[config.mk]
export PLATFORM = sky130hd
export DESIGN_NAME = hud_bcd_counter_display
export DESIGN_NICKNAME = d
export VERILOG_FILES = /design/src/rtl/hud_defs_pkg.sv /design/src/rtl/bcd_digit_cell.sv /design/src/rtl/hud_bcd_counter_display.sv
export SDC_FILE = /design/constraint.sdc
export NUM_CORES = 1
export LEC_CHECK = 0
export ABC_AREA = 1
export ABC_CLOCK_PERIOD_IN_PS = 2880
export CAP_MARGIN = 20
export CORE_MARGIN = 1.5
export CORE_UTILIZATION = 52
export DETAILED_ROUTE_END_ITERATION = 8
export PLACE_DENSITY = 0.87
export SYNTH_ARGS = -nofsm -noshare
export SYNTH_HDL_FRONTEND = slang
export SYNTH_HIERARCHICAL = 1
export SYNTH_SLANG_ARGS = --single-unit
[constraint.sdc]
create_clock -name clock_25 -period 2.88 [get_ports clock_25]
set_input_delay 0.72 -clock clock_25 [delete_from_list [all_inputs] [get_ports clock_25]]
set_output_delay 0.72 -clock clock_25 [all_outputs]
set_load 0.01 [all_outputs]
[src/rtl/hud_defs_pkg.sv]
// Shared constants and helpers for the HUD number displays.
// Glyph geometry, the number_count field layout and BCD helpers.
package hud_defs_pkg;

  localparam int unsigned PixelDisplayBit = 9;
  localparam int unsigned GlyphWLog2      = 3;
  localparam int unsigned GlyphHLog2      = 4;
  localparam logic [3:0]  BCD_MAX         = 4'd9;

  // Address into the shared numbers ROM: glyph row in the high nibble.
  typedef struct packed {
    logic [3:0] row;
    logic [3:0] col;
  } number_count_t;

  function automatic logic [3:0] bcd_clamp(input logic [3:0] nib);
    return (nib > BCD_MAX) ? BCD_MAX : nib;
  endfunction

endpackage

[src/rtl/bcd_digit_cell.sv]
// One BCD digit of a chained up/down counter.
// carry_o doubles as borrow when counting down; it only fires when step_i is set.
module bcd_digit_cell
  import hud_defs_pkg::*;
(
  input  logic       clk_i,
  input  logic       rst_ni,
  input  logic       clear_i,
  input  logic       load_i,
  input  logic [3:0] load_val_i,
  input  logic       step_i,
  input  logic       down_i,
  output logic [3:0] digit_o,
  output logic       carry_o
);

  logic [3:0] digit_d, digit_q;

  always_comb begin
    digit_d = digit_q;
    if (clear_i) begin
      digit_d = 4'd0;
    end else if (load_i) begin
      digit_d = bcd_clamp(load_val_i);
    end else if (step_i) begin
      if (down_i) begin
        digit_d = (digit_q == 4'd0) ? BCD_MAX : digit_q - 4'd1;
      end else begin
        digit_d = (digit_q >= BCD_MAX) ? 4'd0 : digit_q + 4'd1;
      end
    end
  end

  always_comb begin
    carry_o = step_i & (down_i ? (digit_q == 4'd0) : (digit_q == BCD_MAX));
  end

  always_ff @(posedge clk_i or negedge rst_ni) begin
    if (!rst_ni) begin
      digit_q <= 4'd0;
    end else begin
      digit_q <= digit_d;
    end
  end

  assign digit_o = digit_q;

endmodule

[src/rtl/hud_bcd_counter_display.sv]
// N-digit BCD up/down counter with an on-screen region mapper feeding the numbers ROM.
// Display outputs are zero outside the region so several instances can be OR-combined.
module hud_bcd_counter_display
  import hud_defs_pkg::*;
#(
  parameter int unsigned DIGITS            = 3,
  parameter int unsigned PIXEL_DISPLAY_BIT = PixelDisplayBit,
  parameter int unsigned COUNT_DOWN        = 0,
  parameter int unsigned SATURATE          = 1,
  parameter int unsigned X_POS             = 16,
  parameter int unsigned Y_POS             = 8,
  parameter int unsigned DIGIT_W_LOG2      = GlyphWLog2,
  parameter int unsigned DIGIT_H_LOG2      = GlyphHLog2
) (
  input  logic                         clock_25,
  input  logic                         reset,
  input  logic                         sync_reset,
  input  logic                         en_count,
  input  logic                         count_tik,
  input  logic                         load,
  input  logic [4*DIGITS-1:0]          load_value,
  input  logic [PIXEL_DISPLAY_BIT:0]   X,
  input  logic [PIXEL_DISPLAY_BIT:0]   Y,
  output logic [4*DIGITS-1:0]          bcd_value,
  output logic                         limit_flag,
  output logic                         wrap_pulse,
  output logic                         en_region,
  output logic [3:0]                   selected_number,
  output logic [7:0]                   number_count
);

  if (DIGITS < 1 || DIGITS > 8 || DIGIT_W_LOG2 > 4 || DIGIT_H_LOG2 > 4) begin : g_bad_param
    $error("hud_bcd_counter_display: unsupported DIGITS/DIGIT_W_LOG2/DIGIT_H_LOG2");
  end

  localparam int unsigned RegionW = DIGITS << DIGIT_W_LOG2;
  localparam int unsigned RegionH = 1 << DIGIT_H_LOG2;
  localparam int unsigned ColMask = (1 << DIGIT_W_LOG2) - 1;
  localparam int unsigned RowMask = (1 << DIGIT_H_LOG2) - 1;
  localparam logic [4*DIGITS-1:0] AllNines = {DIGITS{BCD_MAX}};
  localparam logic CountDown = (COUNT_DOWN != 0);
  localparam logic Saturate  = (SATURATE != 0);

  // ---------------- counter ----------------
  logic [DIGITS:0]   step;
  logic [DIGITS-1:0] carry;
  logic              at_limit;
  logic              tik_ok;
  logic              wrap_event;
  logic              wrap_d, wrap_q;

  always_comb begin
    at_limit   = CountDown ? (bcd_value == '0) : (bcd_value == AllNines);
    // load and sync_reset win over a coincident tik
    tik_ok     = count_tik & en_count & ~load & ~sync_reset;
    wrap_event = tik_ok & at_limit & ~Saturate;
    step[0]    = tik_ok & ~(Saturate & at_limit);
    wrap_d     = sync_reset ? 1'b0 : wrap_event;
  end

  for (genvar g = 0; g < DIGITS; g++) begin : g_digit
    bcd_digit_cell u_cell (
      .clk_i      (clock_25),
      .rst_ni     (reset),
      .clear_i    (sync_reset),
      .load_i     (load & ~sync_reset),
      .load_val_i (load_value[4*g +: 4]),
      .step_i     (step[g]),
      .down_i     (CountDown),
      .digit_o    (bcd_value[4*g +: 4]),
      .carry_o    (carry[g])
    );
    assign step[g+1] = carry[g];
  end

  always_ff @(posedge clock_25 or negedge reset) begin
    if (!reset) begin
      wrap_q <= 1'b0;
    end else begin
      wrap_q <= wrap_d;
    end
  end

  assign limit_flag = at_limit;
  assign wrap_pulse = wrap_q;

  // ---------------- region mapper ----------------
  logic [31:0]   x_ext, y_ext, dx, dy, digit_idx;
  logic          in_region;
  logic [3:0]    sel_d;
  number_count_t nc_d;
  logic          en_q;
  logic [3:0]    sel_q;
  number_count_t nc_q;

  always_comb begin
    x_ext     = 32'(X);
    y_ext     = 32'(Y);
    in_region = (x_ext >= X_POS) && (x_ext < X_POS + RegionW) &&
                (y_ext >= Y_POS) && (y_ext < Y_POS + RegionH);
    dx        = x_ext - X_POS;
    dy        = y_ext - Y_POS;
    digit_idx = dx >> DIGIT_W_LOG2;
    sel_d     = 4'd0;
    nc_d      = '0;
    if (in_region) begin
      // index 0 is the leftmost (most significant) digit
      for (int unsigned i = 0; i < DIGITS; i++) begin
        if (digit_idx == i) sel_d = bcd_value[4*(DIGITS-1-i) +: 4];
      end
      nc_d.col = 4'(dx & ColMask);
      nc_d.row = 4'(dy & RowMask);
    end
  end

  always_ff @(posedge clock_25 or negedge reset) begin
    if (!reset) begin
      en_q  <= 1'b0;
      sel_q <= 4'd0;
      nc_q  <= '0;
    end else begin
      en_q  <= in_region;
      sel_q <= sel_d;
      nc_q  <= nc_d;
    end
  end

  assign en_region       = en_q;
  assign selected_number = sel_q;
  assign number_count    = nc_q;

endmodule

==> reports/metrics.yaml <==
die_h_um: 68.46
dr.pass1.iters: 4
power_switching_mw: 0.4352
crit_slowest_cell: "clkdlybuf4s50_1"
dp_hpwl_mm: 4.176
cts.sinks: 24
critPathMaxFanout: 8
fin_tns_setup_ns: 0
post_cts_resized: 0
crit_required_ns: 2.16
setup_viol: 0
wl_per_cell_um: 11.22
antenna_found_initial: 0
grt_use_total: 0.2417
first_iter_violations: 131
clock_skew_ns: 0.001863
hold_ws_ns: 0.6678
dieArea_sq_mm: 0.004687
grt_pass1_vias: 2161
crit_chain: "nor3_1 -> nand2_1 -> nor2_1 -> clkdlybuf4s50_1"
gp_congestion: 0.8916
rrSetupSlack_ns: 0.78
hold_start: "g_digit[1].u_cell/digit_o[3]"
max-cap-violations: 0
layout-drive-gt1-share: 0.1114
endpoint_kind: "output pin"
startpoint: "g_digit[0].u_cell/digit_o[1]"
p_per_area_mw_per_mm2: 382.1
cpPeakStageDelay_ns: 0.57
grt_max_degree: 25
critical_path_class: "flip-flop to output pin"
initial_core_util: 0.5492
htree_num_levels: 1
peakVddDrop_mv: 0.2378
insertion_delay_ns: 0.27
postSynthAreaPerCell_sq_um: 6.612
yosysWarnings: 6
arrival_ns: 1.81
fp-row-count: 23
drc: 0
min_path_type: "flip-flop to flip-flop"
layout.nets: 476
postCtsSetupBuffers: 0
io_pins: 65
status: "finished, final reports clean"
p_leak_nw: 1.624
ant_nets: 0
start_kind: "flip-flop"
root_buffer: "clkbuf_8"
cts_buffer_depth: 2
dieWidth_um: 68.46
port_buffers: 62
diodes: 0
drt-vias-per-instance: 5.002
numCtsBuffers: 3
rsz0062_at_grt: "false"
clk_pin_slew_ns: 0.08
vias: 2361
p_comb_frac: 0.470
finalPower_mw: 1.162
p_int_mw: 0.7271
tritoncts: "done"
holdBufCountCts: 0
finalHoldViolCount: 0
p_sw_frac: 0.3744
slew_violations: 0
routed_wirelength_mm: 5.297
fin_area_sq_mm: 0.003042
area_growth_pct: 36.50
placedInstanceArea_sq_mm: 0.002987
syn-instance-count: 337
min_period_ns: 2.531
fmax_mhz: 395.1
r2r-start: "g_digit[0].u_cell/digit_o[1]"
syn-cell-area_sq_mm: 0.002228
grt_pass1_wl_mm: 8.721
place_inst: 468
p_seq_frac: 0.338
p_clk_frac: 0.192
finalCritPeriodShare: 0.8789
core_area_sq_mm: 0.004058
instances_no_fill: 472
grt_overflow_total: 0
==> flip-flops by register name (all words and copies together) (netlist names) <==
name                    cells
g_digit.u_cell/digit_o     12
number_count                7
selected_number             4
en_region                   1
==> metrics by stage <==
stage | util | worst slack, ns
2_1_floorplan | - | 0.8831
3_3_place_gp | 0.7360 | 0.3536
3_5_place_dp | 0.7360 | 0.2848
4_1_cts | 0.7496 | 0.3647
5_1_grt | 0.7496 | 0.2776
6_report | 0.7496 | 0.3489
==> power by group through the flow <==
stage / sequential (mW) / combinational [mW] / clock, mW
2_1_floorplan: 0.423 / 0.321 / 0
3_3_place_gp: 0.398 / 0.521 / 0
3_5_place_dp: 0.398 / 0.537 / 0
4_1_cts: 0.392 / 0.540 / 0.226
5_1_grt: 0.397 / 0.614 / 0.242
6_report: 0.393 / 0.546 / 0.223
==> worst paths after layout <==
kind,cells past startpoint,end
setup / recovery,4,limit_flag
hold reg to reg,3,g_digit[1].u_cell/digit_o[3]
hold / removal,3,g_digit[1].u_cell/digit_o[3]
setup reg to reg,14,g_digit[2].u_cell/digit_o[0]
min in group asynchronous,2,number_count[7]
max in group asynchronous,2,g_digit[1].u_cell/digit_o[0]
==> worst max-delay path: cells and delay by family, from the launching register on <==
family / cells / cell delay [ns]
buffers and inverters: 1 / 0.57
DFF: 1 / 0.50
and+or+nand+nor: 3 / 0.47
==> cells in the final DEF, fill, tap and decap left out, types with 4 or more instances in the layout <==
cell	count
inv_1	50
buf_4	10
dfrtp_1	24
inv_2	9
clkdlybuf4s50_1	62
nor2_2	4
nand3_1	33
nand4_1	15
nor3_1	4
clkbuf_8	4
conb_1	16
a21oi_1	9
o21ai_0	4
a21oi_2	4
xor2_1	6
nor2_1	41
ha_1	15
nand2_1	89
==> metal layers <==
metal | routed length, um | vias to the layer above | track usage
met1 | 2240 | 1064 | 0.2786
li1 | - | 1215 | -
met5 | 0 | - | 0
met3 | 291 | 8 | 0.03289
met4 | 74 | 0 | 0.08250
met2 | 2690 | 74 | 0.4507
==> cell type report <==
| type | count | area (sq um) |
|---|---|---|
| Sequential cell | 24 | 600.6 |
| Fill cell | 296 | 1016 |
| Tap cell | 50 | 62.56 |
| Timing Repair Buffer | 72 | 695.7 |
| Clock buffer | 4 | 55.05 |
| Multi-Input combinational cell | 263 | 1406 |
| Inverter | 59 | 221.5 |
(Power assumes the default switching activity.)
==> edit: new RTL, config.mk and constraints unchanged <==
Add an input register stage for `en_count`, `count_tik`, `load`, `load_value`, `X` and `Y`; this delays them by one clock.
--- a/src/rtl/hud_bcd_counter_display.sv
+++ b/src/rtl/hud_bcd_counter_display.sv
@@ -29,6 +29,22 @@
   output logic [7:0]                   number_count
 );
 
+  logic en_count_q;
+  logic count_tik_q;
+  logic load_q;
+  logic [4*DIGITS-1:0] load_value_q;
+  logic [PIXEL_DISPLAY_BIT:0] X_q;
+  logic [PIXEL_DISPLAY_BIT:0] Y_q;
+
+  always_ff @(posedge clock_25) begin
+    en_count_q   <= en_count;
+    count_tik_q  <= count_tik;
+    load_q       <= load;
+    load_value_q <= load_value;
+    X_q          <= X;
+    Y_q          <= Y;
+  end
+
   if (DIGITS < 1 || DIGITS > 8 || DIGIT_W_LOG2 > 4 || DIGIT_H_LOG2 > 4) begin : g_bad_param
     $error("hud_bcd_counter_display: unsupported DIGITS/DIGIT_W_LOG2/DIGIT_H_LOG2");
   end
@@ -52,7 +68,7 @@
   always_comb begin
     at_limit   = CountDown ? (bcd_value == '0) : (bcd_value == AllNines);
     // load and sync_reset win over a coincident tik
-    tik_ok     = count_tik & en_count & ~load & ~sync_reset;
+    tik_ok     = count_tik_q & en_count_q & ~load_q & ~sync_reset;
     wrap_event = tik_ok & at_limit & ~Saturate;
     step[0]    = tik_ok & ~(Saturate & at_limit);
     wrap_d     = sync_reset ? 1'b0 : wrap_event;
@@ -63,8 +79,8 @@
       .clk_i      (clock_25),
       .rst_ni     (reset),
       .clear_i    (sync_reset),
-      .load_i     (load & ~sync_reset),
-      .load_val_i (load_value[4*g +: 4]),
+      .load_i     (load_q & ~sync_reset),
+      .load_val_i (load_value_q[4*g +: 4]),
       .step_i     (step[g]),
       .down_i     (CountDown),
       .digit_o    (bcd_value[4*g +: 4]),
@@ -94,8 +110,8 @@
   number_count_t nc_q;
 
   always_comb begin
-    x_ext     = 32'(X);
-    y_ext     = 32'(Y);
+    x_ext     = 32'(X_q);
+    y_ext     = 32'(Y_q);
     in_region = (x_ext >= X_POS) && (x_ext < X_POS + RegionW) &&
                 (y_ext >= Y_POS) && (y_ext < Y_POS + RegionH);
     dx        = x_ext - X_POS;
Behaviour: not the same (a bounded check fails within 4 cycles, from zero or initial values and one cycle with reset low).
==> edit against the original RTL <==
Sequential cell count grew 35. Wire length grew 24%. Cell area grew 30%. Core utilization fell by 2.9 points. Area after synthesis is 31% higher. Setup slack worse by 0.070 ns. Power grew 99%. Via count is 12% higher.
==> edit: results (changes against the original RTL) <==
Worst IR Drop VDD = 0.400 mV (was 0.238 mV)
Avg WL per Cell = 12.1 um (was 11.2 um)
M3 GR Usage = 0.0512 (was 0.0329)
Outcome = finished, final reports clean (unchanged)
Worst slack at placement = 0.185 ns (was 0.285 ns)
GR Util met1 = 0.263 (was 0.279)
# fillers = 421 (was 296)
Crit path time final = 2.60 ns (was 2.53 ns)
GRT met2 Usage = 0.421 (was 0.451)
HP Class = register to register (unchanged)
H-tree depth = 3 (was 1)
Final #Nets = 518 (was 476)
Leakage power = 2.01 nW (was 1.62 nW)
Clk_lat worst skew = 0.34 ns (was 0.27 ns)
CTS Buf Count = 9 (was 3)
Skew final = 0.0110 ns (was 0.00186 ns)
Reg2Reg Setup Slack = 0.68 ns (was 0.78 ns)
Hold path start = X_q[0] (was g_digit[1].u_cell/digit_o[3])
GPL Wtd Cong = 0.893 (was 0.892)
DRT Wirelength = 6550 um (was 5300 um)
First DRT Iteration DRCs = 122 (was 131)
Placed Area = 0.00372 mm^2 (was 0.00299 mm^2)
Avg Inst Size Synth = 7.87 um^2 (was 6.61 um^2)
Largest net degree at the start of global routing = 25 (unchanged)
Total Routing Usage GR = 0.235 (was 0.242)
Vias in the first global route = 2637 (was 2161)
Share of cells above drive strength 1 = 0.128 (was 0.111)
Gates resized, CTS repair = 0 (unchanged)
CP Data Arrival Time = 1.88 ns (was 1.81 ns)
Vias per inst = 4.86 (was 5.00)
Reg2reg start = g_digit[1].u_cell/digit_o[0] (was g_digit[0].u_cell/digit_o[1])
Worst reg2reg path depth = 15 (was 14)
Placed cells = 526 (was 468)
## edit: worst min path at each step
stage / endpoint / slack (ns) / cells after the start
2_1_floorplan: number_count[7] / 0.39 / 1
3_3_place_gp: number_count[0] / 0.39 / 2
3_5_place_dp: number_count[6] / 0.39 / 2
4_1_cts: number_count[6] / 0.40 / 2
5_1_grt: number_count[1] / 0.43 / 2
6_report: number_count[0] / 0.41 / 2
## edit: area by class of cell
cell class / count / area share
Clock buffer: 9 / 0.0314
Clock inverter: 7 / 0.0254
Inverter: 59 / 0.0561
Multi-Input combinational cell: 263 / 0.356
Sequential cell: 59 / 0.330
Tap cell: 72 / 0.0228
Timing Repair Buffer: 73 / 0.178
## edit: per-layer routing
layer,vias up,wire (um)
met5,-,0
met3,15,350
met1,1187,2630
li1,1337,-
met2,95,3410
met4,0,158
## edit: where the power goes
group	switching, W	internal (W)	total, W
Combinational	0.000306	0.000245	0.000551
Clock	0.000346	0.000492	0.000838
Sequential	0.0000466	0.000872	0.000918
Total	0.000699	0.00161	0.00231
